--- config.mk ---
export PLATFORM = sky130hd
export DESIGN_NAME = bin2gray_stream_flat
export DESIGN_NICKNAME = d
export VERILOG_FILES = /design/src/rtl/gray_pkg.sv /design/src/rtl/bin2gray_stream_if.sv /design/src/rtl/gray_skid_buf.sv /design/src/rtl/bin2gray_stream.sv /design/src/flat_wrapper.sv
export SDC_FILE = /design/constraint.sdc
export NUM_CORES = 1
export LEC_CHECK = 0
export CELL_PAD_IN_SITES_DETAIL_PLACEMENT = 1
export CELL_PAD_IN_SITES_GLOBAL_PLACEMENT = 2
export CORE_MARGIN = 10
export CORE_UTILIZATION = 40
export CTS_CLUSTER_SIZE = 28
export DETAILED_ROUTE_END_ITERATION = 10
export DONT_BUFFER_PORTS = 1
export PLACE_DENSITY = 0.78
export SLEW_MARGIN = 20
export SYNTH_ARGS = -nofsm -noshare
export SYNTH_HDL_FRONTEND = slang
export SYNTH_SLANG_ARGS = --single-unit
--- constraint.sdc ---
create_clock -name clk -period 1.84 [get_ports clk]
set_input_delay 0.552 -clock clk [delete_from_list [all_inputs] [get_ports clk]]
set_output_delay 0.552 -clock clk [all_outputs]
set_load 0.05 [all_outputs]
--- src/rtl/gray_pkg.sv ---
// Shared types and helpers for the streaming binary-to-Gray encoder.
// Contents:
//   GRAY_SIZE : default word width
//   occ_e     : skid buffer occupancy (EMPTY, ONE, TWO)
//   bin2gray  : combinational binary-to-Gray conversion at GRAY_SIZE bits
package gray_pkg;

   localparam int unsigned GRAY_SIZE = 8;

   typedef enum logic [1:0] {
      EMPTY = 2'd0,
      ONE   = 2'd1,
      TWO   = 2'd2
   } occ_e;

   // MSB passes through; every lower bit is the XOR of itself and its upper neighbour.
   function automatic logic [GRAY_SIZE-1:0] bin2gray(input logic [GRAY_SIZE-1:0] bin);
      return bin ^ (bin >> 1);
   endfunction

endpackage

--- src/rtl/bin2gray_stream_if.sv ---
// Valid/ready bundle for the binary-to-Gray encoder.
// Optional feature macro: GRAY_PARITY_EN (adds out_par).
// Signals:
//   in_valid/in_ready/in_bin     : binary input stream
//   out_valid/out_ready/out_gray : Gray output stream
//   out_par                      : parity of out_gray (GRAY_PARITY_EN only)
// Modports: slave = encoder side, master = producer/consumer side.
interface bin2gray_stream_if #(
   parameter int unsigned SIZE = 8
);
   logic            in_valid;
   logic            in_ready;
   logic [SIZE-1:0] in_bin;
   logic            out_valid;
   logic            out_ready;
   logic [SIZE-1:0] out_gray;
`ifdef GRAY_PARITY_EN
   logic            out_par;
`endif

   modport slave (
      input  in_valid,
      input  in_bin,
      input  out_ready,
      output in_ready,
      output out_valid,
      output out_gray
`ifdef GRAY_PARITY_EN
      ,
      output out_par
`endif
   );

   modport master (
      output in_valid,
      output in_bin,
      output out_ready,
      input  in_ready,
      input  out_valid,
      input  out_gray
`ifdef GRAY_PARITY_EN
      ,
      input  out_par
`endif
   );

endinterface

--- src/rtl/gray_skid_buf.sv ---
// Two-entry skid buffer with an occupancy state machine. in_ready and
// out_valid are flops updated alongside the state, so neither depends
// combinationally on the handshake inputs.
// Ports:
//   clk, rst              : clock, asynchronous active-high reset
//   in_valid/in_ready     : upstream handshake, in_data payload
//   out_valid/out_ready   : downstream handshake, out_data payload (registered)
module gray_skid_buf
   import gray_pkg::*;
#(
   parameter int unsigned W = 8
) (
   input  logic         clk,
   input  logic         rst,
   input  logic         in_valid,
   output logic         in_ready,
   input  logic [W-1:0] in_data,
   output logic         out_valid,
   input  logic         out_ready,
   output logic [W-1:0] out_data
);

   occ_e         state;
   logic [W-1:0] skid_q;
   logic         push;
   logic         pop;

   assign push = in_valid & in_ready;
   assign pop  = out_valid & out_ready;

   // Occupancy FSM; out_data always holds the oldest word, skid_q the second.
   always_ff @(posedge clk or posedge rst) begin
      if (rst) begin
         state     <= EMPTY;
         in_ready  <= 1'b1;
         out_valid <= 1'b0;
         out_data  <= '0;
         skid_q    <= '0;
      end else begin
         case (state)
            EMPTY: begin
               if (push) begin
                  out_data  <= in_data;
                  out_valid <= 1'b1;
                  state     <= ONE;
               end
            end
            ONE: begin
               if (push && !pop) begin
                  skid_q   <= in_data;
                  in_ready <= 1'b0;
                  state    <= TWO;
               end else if (push && pop) begin
                  out_data <= in_data;
               end else if (pop) begin
                  out_valid <= 1'b0;
                  state     <= EMPTY;
               end
            end
            TWO: begin
               if (pop) begin
                  out_data <= skid_q;
                  in_ready <= 1'b1;
                  state    <= ONE;
               end
            end
            default: begin
               in_ready  <= 1'b1;
               out_valid <= 1'b0;
               state     <= EMPTY;
            end
         endcase
      end
   end

endmodule

--- src/rtl/bin2gray_stream.sv ---
// Streaming binary-to-Gray encoder with one cycle of latency and a
// two-entry skid buffer. Words are Gray-coded on entry, so the buffer
// only ever stores encoded values.
// Optional feature macro: GRAY_PARITY_EN (registered parity on out_par).
// Ports:
//   clk  : clock, rising edge
//   rst  : asynchronous active-high reset
//   bus  : bin2gray_stream_if.slave (in_valid/in_ready/in_bin,
//          out_valid/out_ready/out_gray, out_par when enabled)
module bin2gray_stream
   import gray_pkg::*;
#(
   parameter int unsigned SIZE = GRAY_SIZE
) (
   input  logic                    clk,
   input  logic                    rst,
   bin2gray_stream_if.slave        bus
);

`ifdef GRAY_PARITY_EN
   localparam int unsigned W = SIZE + 1;
`else
   localparam int unsigned W = SIZE;
`endif

   logic [SIZE-1:0] gray_c;
   logic [W-1:0]    enc_c;
   logic [W-1:0]    word;

   // Package helper at its native width; other widths use the same identity inline.
   generate
      if (SIZE == GRAY_SIZE) begin : g_pkg_enc
         assign gray_c = SIZE'(bin2gray(GRAY_SIZE'(bus.in_bin)));
      end else begin : g_inline_enc
         assign gray_c = bus.in_bin ^ (bus.in_bin >> 1);
      end
   endgenerate

`ifdef GRAY_PARITY_EN
   // Parity rides in the buffer beside its word so it stalls and resets with it.
   assign enc_c       = {^gray_c, gray_c};
   assign bus.out_par = word[SIZE];
`else
   assign enc_c = gray_c;
`endif

   assign bus.out_gray = word[SIZE-1:0];

   gray_skid_buf #(
      .W (W)
   ) u_skid (
      .clk       (clk),
      .rst       (rst),
      .in_valid  (bus.in_valid),
      .in_ready  (bus.in_ready),
      .in_data   (enc_c),
      .out_valid (bus.out_valid),
      .out_ready (bus.out_ready),
      .out_data  (word)
   );

endmodule
--- src/flat_wrapper.sv ---
// flat-port wrapper written by rule: the top's interface ports become plain ports
module bin2gray_stream_flat import gray_pkg::*;
#(
   parameter int unsigned SIZE = GRAY_SIZE
)
  (clk, rst, bus_in_valid, bus_in_bin, bus_out_ready, bus_in_ready, bus_out_valid, bus_out_gray);
  bin2gray_stream_if #(.SIZE(SIZE)) bus_i ();
  input  logic clk;
  input  logic rst;
  input wire logic [$bits(bus_i.in_valid)-1:0] bus_in_valid;
  input wire logic [$bits(bus_i.in_bin)-1:0] bus_in_bin;
  input wire logic [$bits(bus_i.out_ready)-1:0] bus_out_ready;
  output wire logic [$bits(bus_i.in_ready)-1:0] bus_in_ready;
  output wire logic [$bits(bus_i.out_valid)-1:0] bus_out_valid;
  output wire logic [$bits(bus_i.out_gray)-1:0] bus_out_gray;
  assign bus_i.in_valid = bus_in_valid;
  assign bus_i.in_bin = bus_in_bin;
  assign bus_i.out_ready = bus_out_ready;
  assign bus_in_ready = bus_i.in_ready;
  assign bus_out_valid = bus_i.out_valid;
  assign bus_out_gray = bus_i.out_gray;
  bin2gray_stream #(.SIZE(SIZE)) u_core (.clk(clk), .rst(rst), .bus(bus_i));
endmodule
**Word-level counts from Yosys, hierarchy flattened**

Cells that the tools add are included.
W data, S select, Z words.

- Logic and storage cells: 50
- Output and inout port bits: 10
- Register bits after elaboration: 20

- Multiplexer cells: 19
- Bitwise gates (word level): 5
- Reductions and logical operators: 10
- Equality and inequality tests: 11

Operators with widths:

| operator | number |
|---|---|
| $mux W8 | 4 |
| $pmux W8 S3 | 1 |
| $ne A2 B2 Y1 const B | 7 |
| $mux W2 | 5 |
| $reduce_and A5 Y1 | 2 |
| $xor A8 B7 Y8 | 1 |
| $mux W1 | 6 |
| $ne A3 B3 Y1 const B | 2 |
| $pmux W1 S3 | 2 |
| $pmux W2 S3 | 1 |
| $reduce_and A4 Y1 | 1 |
| $reduce_and A3 Y1 | 1 |
| $reduce_bool A3 Y1 | 1 |
| $and A1 B1 Y1 | 2 |
| $eq A2 B1 Y1 const B | 1 |
| $eq A2 B2 Y1 const B | 1 |
| $logic_and A1 B1 Y1 | 2 |
| $logic_not A2 Y1 | 1 |
| $not A1 Y1 | 2 |
| $reduce_and A2 Y1 | 1 |
| $logic_not A1 Y1 | 1 |

**Depth between registers and ports, before layout**

Gate-level depths: netlist of run 1.

- Depth after elaboration: 5
- Gate-level depth with buffers: 4

**By module**

A second synthesis of run 1 with hierarchy kept.

- Cells, all modules: 71
- Area, all modules: 1003.5 µm²

By module, submodules not included:

| module | area each (µm²) | instances | cells each |
|---|---|---|---|
| gray_skid_buf | 942.2 | 1 | 64 |
| bin2gray_stream | 61.3 | 1 | 7 |

**Worst setup path before layout of run 1**

No wires, ideal clock.

- Path type: register -> register
- Start point: register u_core.u_skid.out_valid
- End point: register u_core.u_skid.out_data[0]
- Buffers on the path: 0
- Cell stages (with the launch flop): 4
- Arrival: 1639 ps
- Required time: 1715 ps
- Library setup time: 125 ps
- Slack: 77 ps
- Clock period less this slack: 1763 ps
- Cell sequence: dfrtp_1 -> a21boi_2 -> o32ai_4 -> mux2_2

- Cells in the longest elaborated chain, start to end: 5

Ends and longest elaborated chain:

| item | line | RTL |
|---|---|---|
| start, declared | gray_skid_buf.sv:18 | `output logic out_valid,` |
| start signal, assigned | gray_skid_buf.sv:36 | `out_valid <= 1'b0;` |
| start signal, assigned | gray_skid_buf.sv:44 | `out_valid <= 1'b1;` |
| start signal, assigned | gray_skid_buf.sv:56 | `out_valid <= 1'b0;` |
| $and A1 B1 Y1 (*) | gray_skid_buf.sv:29 | `assign pop = out_valid & out_ready;` |
| $logic_not A1 Y1 | gray_skid_buf.sv:49 | `if (push && !pop) begin` |
| $logic_and A1 B1 Y1 | gray_skid_buf.sv:49 |  |
| $ne A2 B2 Y1 (no line) | n/a |  |
| $reduce_and A5 Y1 (no line) (*) | n/a |  |
| end signal, assigned | gray_skid_buf.sv:43 | `out_data <= in_data;` |
| end signal, assigned | gray_skid_buf.sv:54 | `out_data <= in_data;` |
| end signal, assigned | gray_skid_buf.sv:62 | `out_data <= skid_q;` |
| end, declared | gray_skid_buf.sv:20 | `output logic [W-1:0] out_data` |

Mark *: on every way between the ends. The rest lies on a longest branch, timed or not.
A chain may end at the register's enable or synchronous reset.

**Worst setup path after layout of run 1**

- Start point: register u_core.u_skid.in_ready
- End point: register u_core.u_skid.out_data[4]

- Cells in the longest elaborated chain, start to end: 4

Ends and longest elaborated chain:

| item | line | RTL |
|---|---|---|
| start, declared | gray_skid_buf.sv:16 | `output logic in_ready,` |
| start signal, assigned | gray_skid_buf.sv:35 | `in_ready <= 1'b1;` |
| start signal, assigned | gray_skid_buf.sv:51 | `in_ready <= 1'b0;` |
| start signal, assigned | gray_skid_buf.sv:63 | `in_ready <= 1'b1;` |
| $and A1 B1 Y1 (*) | gray_skid_buf.sv:28 | `assign push = in_valid & in_ready;` |
| $logic_and A1 B1 Y1 (on tied branches) | gray_skid_buf.sv:53, gray_skid_buf.sv:49 |  |
| $ne A2 B2 Y1 (no line) | n/a |  |
| $reduce_and A5 Y1 (no line) (*) | n/a |  |

Marked as above.

==> report_table.html, run 1 <==
<table>
<tr><th>Metric</th><th>Value</th></tr>
<tr><th colspan="2">Clock network</th></tr>
<tr><td>Post CTS Setup Buffer Count</td><td>0</td></tr>
<tr><td># hold bufs at CTS</td><td>0</td></tr>
<tr><td>Clock Sink Count</td><td>20</td></tr>
<tr><td>Longest Clk Path Bufs</td><td>2</td></tr>
<tr><td>Post-cts sizing count</td><td>0</td></tr>
<tr><td>Clock latency on the worst-skew pair</td><td>0.30 ns</td></tr>
<tr><td>Clock tree from TritonCTS</td><td>yes</td></tr>
<tr><td>Root Driver</td><td>clkbuf_4</td></tr>
<tr><td>Depth of the CTS H-tree</td><td>1</td></tr>
<tr><td>Worst-path clk slew</td><td>0.12 ns</td></tr>
<tr><td>Number of buffers inserted during clock tree synthesis</td><td>3</td></tr>
<tr><th colspan="2">Critical path</th></tr>
<tr><td>Cell with the biggest individual delay on the critical path</td><td>dfstp_2</td></tr>
<tr><td>Category of the worst setup path launch point</td><td>flip-flop</td></tr>
<tr><td>Required time at the worst-slack endpoint</td><td>2.04 ns</td></tr>
<tr><td>Worst Setup EP</td><td>u_core.u_skid.out_data[4]</td></tr>
<tr><td>Worst reg2reg path startpoint</td><td>u_core.u_skid.in_ready</td></tr>
<tr><td>Worst Reg-to-Reg Cells</td><td>3</td></tr>
<tr><td>Cell family contributing the most delay on the critical path</td><td>flip-flops</td></tr>
<tr><td>Depth of the critical timing path with buffers and inverters included</td><td>3</td></tr>
<tr><td>R2R setup slack</td><td>about 0.20 ns</td></tr>
<tr><td>Buffers and inverters on the worst path</td><td>0</td></tr>
<tr><td>Arrival time at the worst endpoint</td><td>1.84 ns</td></tr>
<tr><td>CP Cell Sequence</td><td>nand2_1 -&gt; o32ai_4 -&gt; mux2_2</td></tr>
<tr><td>Critical path startpoint</td><td>u_core.u_skid.in_ready</td></tr>
<tr><td>Max FO, Critical Path</td><td>8</td></tr>
<tr><td>Largest stage delay, worst path</td><td>0.55 ns</td></tr>
<tr><td>Endpoint type of the worst setup path</td><td>flip-flop</td></tr>
<tr><td>Reg-to-reg critical path endpoint</td><td>u_core.u_skid.out_data[4]</td></tr>
<tr><td>Worst setup path category</td><td>flip-flop to flip-flop</td></tr>
<tr><th colspan="2">Final layout</th></tr>
<tr><td>Cell area after layout</td><td>0.00108 mm²</td></tr>
<tr><td>Diodes inserted</td><td>0</td></tr>
<tr><td>Layout overhead on the synthesized area</td><td>9.08%</td></tr>
<tr><td>Number of filler cells placed in the layout</td><td>249</td></tr>
<tr><td>Share of cells above drive strength 1</td><td>50.0%</td></tr>
<tr><td>Final cell count without fillers</td><td>106</td></tr>
<tr><td>Multi-input gate area in the final layout</td><td>472 µm²</td></tr>
<tr><td>Final #Nets</td><td>91</td></tr>
<tr><td>Area taken by flip-flops and latches</td><td>502 µm²</td></tr>
<tr><td>Post-layout utilization of the core</td><td>47.1%</td></tr>
<tr><th colspan="2">Routing</th></tr>
<tr><td>DRC marker count from the first detailed-route iteration</td><td>16</td></tr>
<tr><td>Via-per-instance ratio</td><td>5.50</td></tr>
<tr><td>Routed Wire Length</td><td>about 2100 µm</td></tr>
<tr><td>ANT nets after route</td><td>0</td></tr>
<tr><td>DRC violation count after routing</td><td>0</td></tr>
<tr><td>Via count</td><td>583</td></tr>
<tr><td>Number of detailed-routing iterations run before antenna repair</td><td>2</td></tr>
<tr><td>Avg WL per Cell</td><td>19.7 µm</td></tr>
<tr><th colspan="2">Floorplanning</th></tr>
<tr><td>Initial cell density of the core</td><td>a little over two fifths</td></tr>
<tr><td>Die width</td><td>69.8 µm</td></tr>
<tr><td>Die Y-Extent</td><td>69.8 µm</td></tr>
<tr><td>Die Area</td><td>0.00487 mm²</td></tr>
<tr><td>Core region area</td><td>0.00230 mm²</td></tr>
<tr><td>Rows</td><td>17</td></tr>
<tr><td>I/O pin count</td><td>22</td></tr>
<tr><th colspan="2">Pwr</th></tr>
<tr><td>Internal power of the cells</td><td>797 µW</td></tr>
<tr><td>Leak</td><td>0.000510 µW</td></tr>
<tr><td>Sw power</td><td>574 µW</td></tr>
<tr><td>Clk network pwr share</td><td>between 10% and 20%</td></tr>
<tr><td>Power density over the cells</td><td>around 1300 mW/mm²</td></tr>
<tr><td>Overall power of the completed layout</td><td>1370 µW</td></tr>
<tr><td>Gate power share</td><td>12.1%</td></tr>
<tr><td>Switching power as a share of total power</td><td>around two fifths</td></tr>
<tr><td>Part of the power in registers</td><td>a little under 70%</td></tr>
<tr><td>Worst ir drop on vdd</td><td>0.000717 V</td></tr>
<tr><th colspan="2">Logic synthesis</th></tr>
<tr><td>Proportion of synthesized area in mux cells</td><td>28.2%</td></tr>
<tr><td>Simple-gate share of the synthesized area</td><td>4.29%</td></tr>
<tr><td>Combinational family with the most area after synthesis</td><td>multiplexers</td></tr>
<tr><td>Cell count after synthesis</td><td>71</td></tr>
<tr><td>Register bit total from synthesis</td><td>20</td></tr>
<tr><td>Syn Area/Cell</td><td>14.0 µm²</td></tr>
<tr><td>Fraction of the yosys area taken by sequential cells</td><td>50.6%</td></tr>
<tr><td>Compound-Gate Fraction of Synth Area</td><td>8.83%</td></tr>
<tr><td>Synthesized-area fraction occupied by adder cells</td><td>0%</td></tr>
<tr><td>Synthesized netlist net count</td><td>83</td></tr>
<tr><td>Number of warning messages in the yosys log</td><td>0</td></tr>
<tr><td>Number of unique standard cell types used by synthesis</td><td>21</td></tr>
<tr><td>Combined area of all synthesized cells</td><td>992 µm²</td></tr>
<tr><td>Post-synthesis xor/xnor area fraction</td><td>6.18%</td></tr>
<tr><th colspan="2">STA</th></tr>
<tr><td>Tightest Pin Transition</td><td>0.499 ns</td></tr>
<tr><td>Total negative setup slack</td><td>0 ns</td></tr>
<tr><td>Minimum clock period after layout</td><td>roughly 1.6 ns</td></tr>
<tr><td>Final-report setup violation count</td><td>0</td></tr>
<tr><td>Unrepaired setup endpoints after global routing</td><td>false</td></tr>
<tr><td>Post-route fraction of the period consumed by the critical path</td><td>around nine tenths</td></tr>
<tr><td>Achievable Freq</td><td>between 600 and 700 MHz</td></tr>
<tr><td>Worst Clk Skew</td><td>0.00371 ns</td></tr>
<tr><td>Number of pins exceeding their max-slew limit in the final report</td><td>0</td></tr>
<tr><td>Max-slew headroom</td><td>66.8%</td></tr>
<tr><td>Final-report hold violation count</td><td>0</td></tr>
<tr><th colspan="2">GRT</th></tr>
<tr><td>Total global-route track usage</td><td>approximately 9%</td></tr>
<tr><td>Remaining global-route overflow</td><td>0</td></tr>
<tr><td>Vias in the first global route</td><td>689</td></tr>
<tr><td>Global-route wire length before repair</td><td>3490 µm</td></tr>
<tr><td>Initial antenna violation count</td><td>0</td></tr>
<tr><td>Maximum number of pins on one net before global-route repair</td><td>21</td></tr>
<tr><th colspan="2">Place</th></tr>
<tr><td>Cell area after placement</td><td>0.00105 mm²</td></tr>
<tr><td>Port Buffer Count</td><td>0</td></tr>
<tr><td>GPL Wtd Cong</td><td>0.733</td></tr>
<tr><td>Total placed cells including tap cells</td><td>a little over 100</td></tr>
<tr><th colspan="2">Min path</th></tr>
<tr><td>Hold Path Class</td><td>input port to asynchronous set/reset pin</td></tr>
<tr><th colspan="2">Run</th></tr>
<tr><td>MaxCap Viol Count</td><td>0</td></tr>
<tr><th colspan="2">Run status</th></tr>
<tr><td>Status</td><td>completed</td></tr>
</table>
-- registers in the layout, indices dropped and copies added, names as in the netlist --
signal	count
u_core.u_skid.out_valid	1
u_core.u_skid.skid_q	8
u_core.u_skid.state	2
u_core.u_skid.in_ready	1
u_core.u_skid.out_data	8
-- placed cells by master, fill, tap and decap left out, drive strengths merged, types with 2 or more instances in the layout --
master	n
xor2	7
mux2	24
clkbuf	4
o21ai	2
buf	4
a21boi	2
inv	2
nand2	3
dfrtp	19
-- power by group through the flow --
stage | combinational (µW) | sequential [µW] | clock (µW)
6_report | 166 | 946 | 258
5_1_grt | 185 | 967 | 294
4_1_cts | 171 | 955 | 271
3_5_place_dp | 170 | 966 | 0
3_3_place_gp | 159 | 956 | 0
2_1_floorplan | 146 | 921 | 0
-- cells by family (layout without fill, tap and decap cells) --
kind of cell | Yosys count | count (layout)
mux | 25 | 25
simple gates | 7 | 7
flops | 20 | 20
xor+xnor | 7 | 7
compound gates | 9 | 9
buf+inv | 3 | 10
-- layout make-up --
cell class              instances  area share (%)
flip-flops and latches         20            46.4
multi-input cells              48            43.6
clock buffers                   4            3.35
well taps                      28            3.24
repair buffers                  4            2.77
inverters                       2           0.694
-- worst min path at each step --
stage	start	endpoint	slack [ns]	depth (start not counted)
final	rst	u_core.u_skid.out_valid	0.15	2
after global routing	rst	u_core.u_skid.skid_q[3]	0.14	2
after CTS	rst	u_core.u_skid.out_valid	0.14	2
after detailed placement	rst	u_core.u_skid.out_valid	0.49	2
after global placement	rst	u_core.u_skid.out_valid	0.48	2
after floorplan	u_core.u_skid.state[0]	u_core.u_skid.state[0]	0.47	1
-- cells in the mapped netlist --
master / n / share of area [%]
mux2_2: 24 / 27
dfrtp_1: 19 / 48
xor2_1: 7 / 6.2
inv_1: 2 / 0.76
nand2_1: 2 / 0.76
o21ai_0: 2 / 1.0
a211o_1: 1 / 0.88
a21boi_0: 1 / 0.76
a21boi_2: 1 / 1.1
a21oi_1: 1 / 0.50
and2_1: 1 / 0.63
and3b_2: 1 / 1.0
buf_6: 1 / 1.1
dfstp_2: 1 / 2.6
mux2i_1: 1 / 1.0
nand2_2: 1 / 0.63
nand2b_2: 1 / 0.88
nor2_1: 1 / 0.38
o22ai_1: 1 / 0.63
o32a_2: 1 / 1.1
o32ai_4: 1 / 2.8
-- per-stage QoR --
stage | setup slack (ns) | hold slack, ns
after floorplan | 0.0766 | 0.469
after global placement | 0.212 | 0.483
after detailed placement | 0.155 | 0.491
after global routing | 0.142 | 0.138
after CTS | 0.173 | 0.145
final | 0.199 | 0.150
-- layer usage --
layer | GRT usage, % | vias to the layer above | wire length (µm)
met5 | 0 | - | 0
met3 | 5.14 | 2 | 161
met1 | 8.13 | 304 | 758
met4 | 3.26 | 0 | 4
met2 | 15.5 | 10 | 1160
li1 | - | 267 | -
No activity file was read; power rests on OpenSTA's default activity.
==> run 2, diff against run 1 <==
--- a/config.mk
+++ b/config.mk
@@ -12,7 +12,7 @@
 export CTS_CLUSTER_SIZE = 28
 export DETAILED_ROUTE_END_ITERATION = 10
 export DONT_BUFFER_PORTS = 1
-export PLACE_DENSITY = 0.78
+export PLACE_DENSITY_LB_ADDON = 0.1
 export SLEW_MARGIN = 20
 export SYNTH_ARGS = -nofsm -noshare
 export SYNTH_HDL_FRONTEND = slang
==> report_table.html, run 2 (synthesized netlist as in run 1, its figures left out) <==
<table>
<tr><th>Metric</th><th>Value</th></tr>
<tr><th colspan="2">Routing</th></tr>
<tr><td>Avg WL per Cell</td><td>18.6 µm (-5.6%)</td></tr>
<tr><td>Number of detailed-routing iterations run before antenna repair</td><td>2 (unchanged)</td></tr>
<tr><td>Via-per-instance ratio</td><td>5.35 (-2.7%)</td></tr>
<tr><td>DRC marker count from the first detailed-route iteration</td><td>8 (-8)</td></tr>
<tr><td>Via count</td><td>567 (-2.7%)</td></tr>
<tr><td>ANT nets after route</td><td>0 (unchanged)</td></tr>
<tr><td>Routed Wire Length</td><td>1970 µm (-5.6%)</td></tr>
<tr><td>DRC violation count after routing</td><td>0 (unchanged)</td></tr>
<tr><th colspan="2">Critical path</th></tr>
<tr><td>Cell with the biggest individual delay on the critical path</td><td>dfrtp_1</td></tr>
<tr><td>Largest stage delay, worst path</td><td>0.52 ns (-0.03 ns)</td></tr>
<tr><td>Category of the worst setup path launch point</td><td>flip-flop</td></tr>
<tr><td>Worst Reg-to-Reg Cells</td><td>3 (unchanged)</td></tr>
<tr><td>Buffers and inverters on the worst path</td><td>0 (unchanged)</td></tr>
<tr><td>Required time at the worst-slack endpoint</td><td>2.03 ns (about the same)</td></tr>
<tr><td>Worst setup path category</td><td>flip-flop to flip-flop</td></tr>
<tr><td>Max FO, Critical Path</td><td>10 (+2)</td></tr>
<tr><td>Arrival time at the worst endpoint</td><td>1.82 ns (-0.02 ns)</td></tr>
<tr><td>Endpoint type of the worst setup path</td><td>flip-flop</td></tr>
<tr><td>Cell family contributing the most delay on the critical path</td><td>flip-flops</td></tr>
<tr><td>CP Cell Sequence</td><td>nand2b_2 -&gt; o32ai_4 -&gt; mux2_2</td></tr>
<tr><td>Depth of the critical timing path with buffers and inverters included</td><td>3 (unchanged)</td></tr>
<tr><th colspan="2">Pwr</th></tr>
<tr><td>Clk network pwr share</td><td>18.7% (about the same)</td></tr>
<tr><td>Leak</td><td>0.000510 µW (unchanged)</td></tr>
<tr><td>Power density over the cells</td><td>1250 mW/mm² (-1.2%)</td></tr>
<tr><td>Worst ir drop on vdd</td><td>0.000864 V (+20%)</td></tr>
<tr><td>Switching power as a share of total power</td><td>41.2% (-0.70 points)</td></tr>
<tr><td>Part of the power in registers</td><td>69.2% (+0.2 points)</td></tr>
<tr><td>Gate power share</td><td>12.2% (about the same)</td></tr>
<tr><td>Internal power of the cells</td><td>796 µW (about the same)</td></tr>
<tr><td>Sw power</td><td>557 µW (-2.8%)</td></tr>
<tr><th colspan="2">GRT</th></tr>
<tr><td>Busiest grt layer</td><td>met2</td></tr>
<tr><td>Global routing met2 resource utilization</td><td>13.1% (-2.4 points)</td></tr>
<tr><td>Global-route wire length before repair</td><td>3310 µm (-5.1%)</td></tr>
<tr><td>Maximum number of pins on one net before global-route repair</td><td>12 (-43%)</td></tr>
<tr><td>Global Route met3 Usage</td><td>3.85% (-1.3 points)</td></tr>
<tr><td>Initial antenna violation count</td><td>0 (unchanged)</td></tr>
<tr><td>Remaining global-route overflow</td><td>0 (unchanged)</td></tr>
<tr><td>Total global-route track usage</td><td>8.18% (-0.61 points)</td></tr>
<tr><td>Vias in the first global route</td><td>644 (-6.5%)</td></tr>
<tr><td>GR Util met1</td><td>9.09% (+0.96 points)</td></tr>
<tr><th colspan="2">Clock network</th></tr>
<tr><td>Longest Clk Path Bufs</td><td>2 (unchanged)</td></tr>
<tr><td># hold bufs at CTS</td><td>0 (unchanged)</td></tr>
<tr><td>Clock Sink Count</td><td>20 (unchanged)</td></tr>
<tr><td>Worst-path clk slew</td><td>0.11 ns (about the same)</td></tr>
<tr><td>Clock tree from TritonCTS</td><td>yes</td></tr>
<tr><td>Depth of the CTS H-tree</td><td>1 (unchanged)</td></tr>
<tr><td>Clock latency on the worst-skew pair</td><td>0.29 ns (about the same)</td></tr>
<tr><td>Post-cts sizing count</td><td>0 (unchanged)</td></tr>
<tr><td>Post CTS Setup Buffer Count</td><td>0 (unchanged)</td></tr>
<tr><td>Root Driver</td><td>clkbuf_4</td></tr>
<tr><td>Number of buffers inserted during clock tree synthesis</td><td>3 (unchanged)</td></tr>
<tr><th colspan="2">Floorplanning</th></tr>
<tr><td>Core region area</td><td>0.00230 mm² (unchanged)</td></tr>
<tr><td>Rows</td><td>17 (unchanged)</td></tr>
<tr><td>Die Area</td><td>0.00487 mm² (unchanged)</td></tr>
<tr><td>I/O pin count</td><td>22 (unchanged)</td></tr>
<tr><td>Die width</td><td>69.8 µm (unchanged)</td></tr>
<tr><td>Die Y-Extent</td><td>69.8 µm (unchanged)</td></tr>
<tr><td>Initial cell density of the core</td><td>43.2% (unchanged)</td></tr>
<tr><th colspan="2">STA</th></tr>
<tr><td>Post-route fraction of the period consumed by the critical path</td><td>88.9% (-0.28 points)</td></tr>
<tr><td>Total negative setup slack</td><td>0 ns (unchanged)</td></tr>
<tr><td>Tightest Pin Transition</td><td>0.504 ns (+0.00535 ns)</td></tr>
<tr><td>Final-report setup violation count</td><td>0 (unchanged)</td></tr>
<tr><td>Final hold slack</td><td>0.0978 ns (-0.0521 ns)</td></tr>
<tr><td>Number of pins exceeding their max-slew limit in the final report</td><td>0 (unchanged)</td></tr>
<tr><td>Worst Clk Skew</td><td>0.00212 ns (-0.00159 ns)</td></tr>
<tr><td>Unrepaired setup endpoints after global routing</td><td>false</td></tr>
<tr><td>Final-report hold violation count</td><td>0 (unchanged)</td></tr>
<tr><td>Minimum clock period after layout</td><td>1.64 ns (-0.00513 ns)</td></tr>
<tr><td>Max-slew headroom</td><td>66.4% (-0.36 points)</td></tr>
<tr><td>Achievable Freq</td><td>611 MHz (+0.31%)</td></tr>
<tr><th colspan="2">Min path</th></tr>
<tr><td>Hold Path Class</td><td>input port to asynchronous set/reset pin</td></tr>
<tr><th colspan="2">Run</th></tr>
<tr><td>MaxCap Viol Count</td><td>0 (unchanged)</td></tr>
<tr><th colspan="2">Place</th></tr>
<tr><td>Final HPWL DP</td><td>1500 µm</td></tr>
<tr><td>Cell area after placement</td><td>0.00105 mm² (unchanged)</td></tr>
<tr><td>GPL Wtd Cong</td><td>0.745 (+1.7%)</td></tr>
<tr><td>Port Buffer Count</td><td>0 (unchanged)</td></tr>
<tr><th colspan="2">Final layout</th></tr>
<tr><td>Leading cell type in the layout, fill and taps excluded</td><td>mux2_2</td></tr>
<tr><td>Most frequent cells in the layout</td><td>mux2_2 (24), dfrtp_1 (19), xor2_1 (7)</td></tr>
<tr><td>Share of cells above drive strength 1</td><td>50.0% (unchanged)</td></tr>
<tr><td>Cell area after layout</td><td>0.00108 mm² (unchanged)</td></tr>
<tr><td>Layout overhead on the synthesized area</td><td>9.08% (unchanged)</td></tr>
<tr><td>Biggest registers after layout</td><td>u_core.u_skid.out_data x8, u_core.u_skid.skid_q x8, u_core.u_skid.state x2</td></tr>
<tr><td>Diodes inserted</td><td>0 (unchanged)</td></tr>
<tr><td>Number of filler cells placed in the layout</td><td>242 (-2.8%)</td></tr>
<tr><td>Final #Nets</td><td>91 (unchanged)</td></tr>
<tr><th colspan="2">Run status</th></tr>
<tr><td>Status</td><td>completed</td></tr>
</table>
-- run 2: cell counts in the layout (fill, tap and decap cells not counted) --
No cell type changed its count.
-- run 2: layout make-up --
type                       count  area, µm²  area share (%)
multi-input combinational     48        472            43.6
timing repair buffer           4       30.0            2.77
tap                           28       35.0            3.24
inverter                       2       7.51           0.694
sequential                    20        502            46.4
clock buffer                   4       36.3            3.35
-- run 2: stage by stage --
stage | util (%) | total power (µW) | worst slack [ns] | cells
after floorplan | - | 1070 | 0.0766 | 71
after global placement | 45.5 | 1110 | 0.188 | 102
after detailed placement | 45.5 | 1120 | 0.125 | 102
after CTS | 47.1 | 1380 | 0.166 | 106
after global routing | 47.1 | 1430 | 0.0471 | 106
final | 47.1 | 1350 | 0.204 | 106
-- run 2: power groups by stage --
stage               combinational [µW]  clock (µW)  sequential (µW)
floorplan                          146           0              921
global placement                   158           0              952
detailed placement                 170           0              954
CTS                                169         269              945
global route                       186         284              963
finish                             165         253              936
-- run 2: path summary, 6_finish.rpt --
check	from	end	slack (ns)
hold / removal	rst	u_core.u_skid.out_data[4]	0.1
min in group clk	bus_in_bin[7]	u_core.u_skid.skid_q[7]	0.41
setup / recovery	u_core.u_skid.state[1]	u_core.u_skid.out_data[6]	0.20
hold reg to reg	u_core.u_skid.skid_q[4]	u_core.u_skid.skid_q[4]	0.51
setup reg to reg	u_core.u_skid.state[1]	u_core.u_skid.out_data[6]	0.20
max in group asynchronous	rst	u_core.u_skid.skid_q[2]	1.26
-- run 2: worst register-to-register path, cell delays in order, from the launching register on --
cell	delay [ns]
dfrtp_1	0.52
nand2b_2	0.26
o32ai_4	0.35
mux2_2	0.40
-- run 2: metal layers --
| layer | share of wire [%] | vias up |
|---|---|---|
| met5 | 0 | - |
| li1 | - | 267 |
| met2 | 49 | 12 |
| met1 | 42 | 286 |
| met4 | 0.81 | 0 |
| met3 | 8.4 | 2 |
==> run 3, diff against run 2 <==
--- a/config.mk
+++ b/config.mk
@@ -7,6 +7,7 @@
 export LEC_CHECK = 0
 export CELL_PAD_IN_SITES_DETAIL_PLACEMENT = 1
 export CELL_PAD_IN_SITES_GLOBAL_PLACEMENT = 2
+export CORE_ASPECT_RATIO = 0.9
 export CORE_MARGIN = 10
 export CORE_UTILIZATION = 40
 export CTS_CLUSTER_SIZE = 28
==> report_table.html, run 3 (synthesized netlist as in run 1, its figures left out) <==
<table>
<tr><th>Metric</th><th>Value</th></tr>
<tr><th colspan="2">Run status</th></tr>
<tr><td>Status</td><td>completed</td></tr>
<tr><th colspan="2">STA</th></tr>
<tr><td>Worst Clk Skew</td><td>0.00612 ns (+0.00401 ns)</td></tr>
<tr><td>Max-slew headroom</td><td>67.2% (+0.78 points)</td></tr>
<tr><td>Minimum clock period after layout</td><td>1.63 ns (-0.00789 ns)</td></tr>
<tr><td>Post-route fraction of the period consumed by the critical path</td><td>88.5% (-0.43 points)</td></tr>
<tr><td>Total negative setup slack</td><td>0 ns (unchanged)</td></tr>
<tr><td>Final hold slack</td><td>0.137 ns (+0.0390 ns)</td></tr>
<tr><td>Unrepaired setup endpoints after global routing</td><td>false</td></tr>
<tr><td>Final-report setup violation count</td><td>0 (unchanged)</td></tr>
<tr><td>Achievable Freq</td><td>614 MHz (+0.48%)</td></tr>
<tr><td>Final-report hold violation count</td><td>0 (unchanged)</td></tr>
<tr><td>Number of pins exceeding their max-slew limit in the final report</td><td>0 (unchanged)</td></tr>
<tr><td>Tightest Pin Transition</td><td>0.492 ns (-0.0117 ns)</td></tr>
<tr><th colspan="2">Clock network</th></tr>
<tr><td>Worst-path clk slew</td><td>0.12 ns (about the same)</td></tr>
<tr><td># hold bufs at CTS</td><td>0 (unchanged)</td></tr>
<tr><td>Depth of the CTS H-tree</td><td>1 (unchanged)</td></tr>
<tr><td>Clock latency on the worst-skew pair</td><td>0.30 ns (about the same)</td></tr>
<tr><td>Longest Clk Path Bufs</td><td>2 (unchanged)</td></tr>
<tr><td>Post CTS Setup Buffer Count</td><td>0 (unchanged)</td></tr>
<tr><td>Root Driver</td><td>clkbuf_4</td></tr>
<tr><td>Clock tree from TritonCTS</td><td>yes</td></tr>
<tr><td>Number of buffers inserted during clock tree synthesis</td><td>3 (unchanged)</td></tr>
<tr><td>Clock Sink Count</td><td>20 (unchanged)</td></tr>
<tr><td>Post-cts sizing count</td><td>0 (unchanged)</td></tr>
<tr><th colspan="2">Floorplanning</th></tr>
<tr><td>Die Y-Extent</td><td>67.3 µm (-3.7%)</td></tr>
<tr><td>I/O pin count</td><td>22 (unchanged)</td></tr>
<tr><td>Initial cell density of the core</td><td>41.3% (-1.9 points)</td></tr>
<tr><td>Core region area</td><td>0.00240 mm² (+4.6%)</td></tr>
<tr><td>Rows</td><td>17 (unchanged)</td></tr>
<tr><td>Die width</td><td>72.5 µm (+3.9%)</td></tr>
<tr><td>Die Area</td><td>0.00488 mm² (about the same)</td></tr>
<tr><th colspan="2">Final layout</th></tr>
<tr><td>Most frequent cells in the layout</td><td>mux2_2 (24), dfrtp_1 (19), xor2_1 (7)</td></tr>
<tr><td>Number of filler cells placed in the layout</td><td>255 (+5.4%)</td></tr>
<tr><td>Leading cell type in the layout, fill and taps excluded</td><td>mux2_2</td></tr>
<tr><td>Final #Nets</td><td>91 (unchanged)</td></tr>
<tr><td>Final cell count without fillers</td><td>106 (unchanged)</td></tr>
<tr><td>Layout overhead on the synthesized area</td><td>10.7%</td></tr>
<tr><td>Share of cells above drive strength 1</td><td>50.0% (unchanged)</td></tr>
<tr><td>Diodes inserted</td><td>0 (unchanged)</td></tr>
<tr><td>Biggest registers after layout</td><td>u_core.u_skid.out_data x8, u_core.u_skid.skid_q x8, u_core.u_skid.state x2</td></tr>
<tr><th colspan="2">Critical path</th></tr>
<tr><td>Worst setup path category</td><td>flip-flop to flip-flop</td></tr>
<tr><td>Largest stage delay, worst path</td><td>0.55 ns (+0.03 ns)</td></tr>
<tr><td>Arrival time at the worst endpoint</td><td>1.83 ns (about the same)</td></tr>
<tr><td>Endpoint type of the worst setup path</td><td>flip-flop</td></tr>
<tr><td>Cell with the biggest individual delay on the critical path</td><td>dfstp_2</td></tr>
<tr><td>CP Cell Sequence</td><td>nand2_1 -&gt; o32ai_4 -&gt; mux2_2</td></tr>
<tr><td>Max FO, Critical Path</td><td>8 (-2)</td></tr>
<tr><td>Worst Reg-to-Reg Cells</td><td>3 (unchanged)</td></tr>
<tr><td>Required time at the worst-slack endpoint</td><td>2.04 ns (about the same)</td></tr>
<tr><td>Category of the worst setup path launch point</td><td>flip-flop</td></tr>
<tr><th colspan="2">Pwr</th></tr>
<tr><td>Switching power as a share of total power</td><td>38.8% (-2.4 points)</td></tr>
<tr><td>Power density over the cells</td><td>1330 mW/mm² (+6.5%)</td></tr>
<tr><td>Leak</td><td>0.000517 µW (+1.4%)</td></tr>
<tr><td>Clk network pwr share</td><td>24.8% (+6.1 points)</td></tr>
<tr><td>Sw power</td><td>568 µW (+1.9%)</td></tr>
<tr><td>Internal power of the cells</td><td>896 µW (+12%)</td></tr>
<tr><td>Worst ir drop on vdd</td><td>0.00101 V (+17%)</td></tr>
<tr><td>Gate power share</td><td>11.1% (-1.1 points)</td></tr>
<tr><td>Part of the power in registers</td><td>64.1% (-5.1 points)</td></tr>
<tr><th colspan="2">Routing</th></tr>
<tr><td>Avg WL per Cell</td><td>18.0 µm (-3.2%)</td></tr>
<tr><td>Routed Wire Length</td><td>1900 µm (-3.2%)</td></tr>
<tr><td>DRC violation count after routing</td><td>0 (unchanged)</td></tr>
<tr><td>Via-per-instance ratio</td><td>5.26 (-1.6%)</td></tr>
<tr><td>Number of detailed-routing iterations run before antenna repair</td><td>3 (+1)</td></tr>
<tr><td>ANT nets after route</td><td>0 (unchanged)</td></tr>
<tr><td>Via count</td><td>558 (-1.6%)</td></tr>
<tr><td>DRC marker count from the first detailed-route iteration</td><td>19 (+11)</td></tr>
<tr><th colspan="2">GRT</th></tr>
<tr><td>Remaining global-route overflow</td><td>0 (unchanged)</td></tr>
<tr><td>Vias in the first global route</td><td>613 (-4.8%)</td></tr>
<tr><td>Global-route wire length before repair</td><td>3150 µm (-4.8%)</td></tr>
<tr><td>Maximum number of pins on one net before global-route repair</td><td>21 (+9)</td></tr>
<tr><td>Total global-route track usage</td><td>8.18% (about the same)</td></tr>
<tr><td>Initial antenna violation count</td><td>0 (unchanged)</td></tr>
<tr><th colspan="2">Min path</th></tr>
<tr><td>Hold Path Class</td><td>input port to asynchronous set/reset pin</td></tr>
<tr><th colspan="2">Run</th></tr>
<tr><td>MaxCap Viol Count</td><td>0 (unchanged)</td></tr>
<tr><th colspan="2">Place</th></tr>
<tr><td>Total placed cells including tap cells</td><td>102 (unchanged)</td></tr>
<tr><td>GPL Wtd Cong</td><td>0.659 (-12%)</td></tr>
<tr><td>Port Buffer Count</td><td>0 (unchanged)</td></tr>
</table>
==> run 3: layer usage <==
metal / vias up / wire length, µm / part of all wire, % / track usage [%]
met5: - / 0 / 0 / 0
met4: 0 / 14 / 0.74 / 2.13
met3: 2 / 148 / 7.8 / 4.54
met2: 11 / 870 / 46 / 12.9
met1: 276 / 869 / 46 / 9.51
li1: 269 / - / - / -
==> run 3: critical path: cells and delay by family, from the launching register on <==
family	cells	cell delay [ns]
compound gates	1	0.46
flops	1	0.55
mux	1	0.39
simple gates	1	0.12
==> run 3: worst paths after layout <==
| path | slack, ns | to | startpoint |
|---|---|---|---|
| setup / recovery | 0.21 | u_core.u_skid.out_data[3] | u_core.u_skid.in_ready |
| hold / removal | 0.14 | u_core.u_skid.skid_q[0] | rst |
| setup reg to reg | 0.21 | u_core.u_skid.out_data[3] | u_core.u_skid.in_ready |
| hold reg to reg | 0.52 | u_core.u_skid.skid_q[0] | u_core.u_skid.skid_q[0] |
| max in group asynchronous | 1.44 | u_core.u_skid.in_ready | rst |
| min in group clk | 0.39 | u_core.u_skid.skid_q[7] | bus_in_bin[7] |
==> run 3: layout make-up <==
cell class / count / area (µm²) / area share (%)
multi-input combinational: 48 / 472 / 42.9
tap: 28 / 35.0 / 3.19
inverter: 2 / 7.51 / 0.683
sequential: 20 / 502 / 45.7
timing repair buffer: 4 / 30.0 / 2.73
clock buffer: 3 / 22.5 / 2.05
clock inverter: 1 / 30.0 / 2.73
==> run 3: stage by stage <==
step | worst slack, ns | power (µW) | util [%] | instance area (µm²)
3_5_place_dp | 0.191 | 1120 | 43.5 | 1050
5_1_grt | 0.109 | 1540 | 45.7 | 1100
6_report | 0.212 | 1460 | 45.7 | 1100
4_1_cts | 0.191 | 1490 | 45.7 | 1100
2_1_floorplan | 0.0766 | 1070 | - | 992
3_3_place_gp | 0.199 | 1110 | 43.5 | 1050
==> run 3: power by group through the flow <==
| stage | Combinational [µW] | Clock (µW) | Sequential [µW] |
|---|---|---|---|
| CTS | 166 | 374 | 947 |
| floorplan | 146 | 0 | 921 |
| global placement | 160 | 0 | 953 |
| detailed placement | 165 | 0 | 958 |
| finish | 162 | 363 | 939 |
| global route | 180 | 397 | 962 |
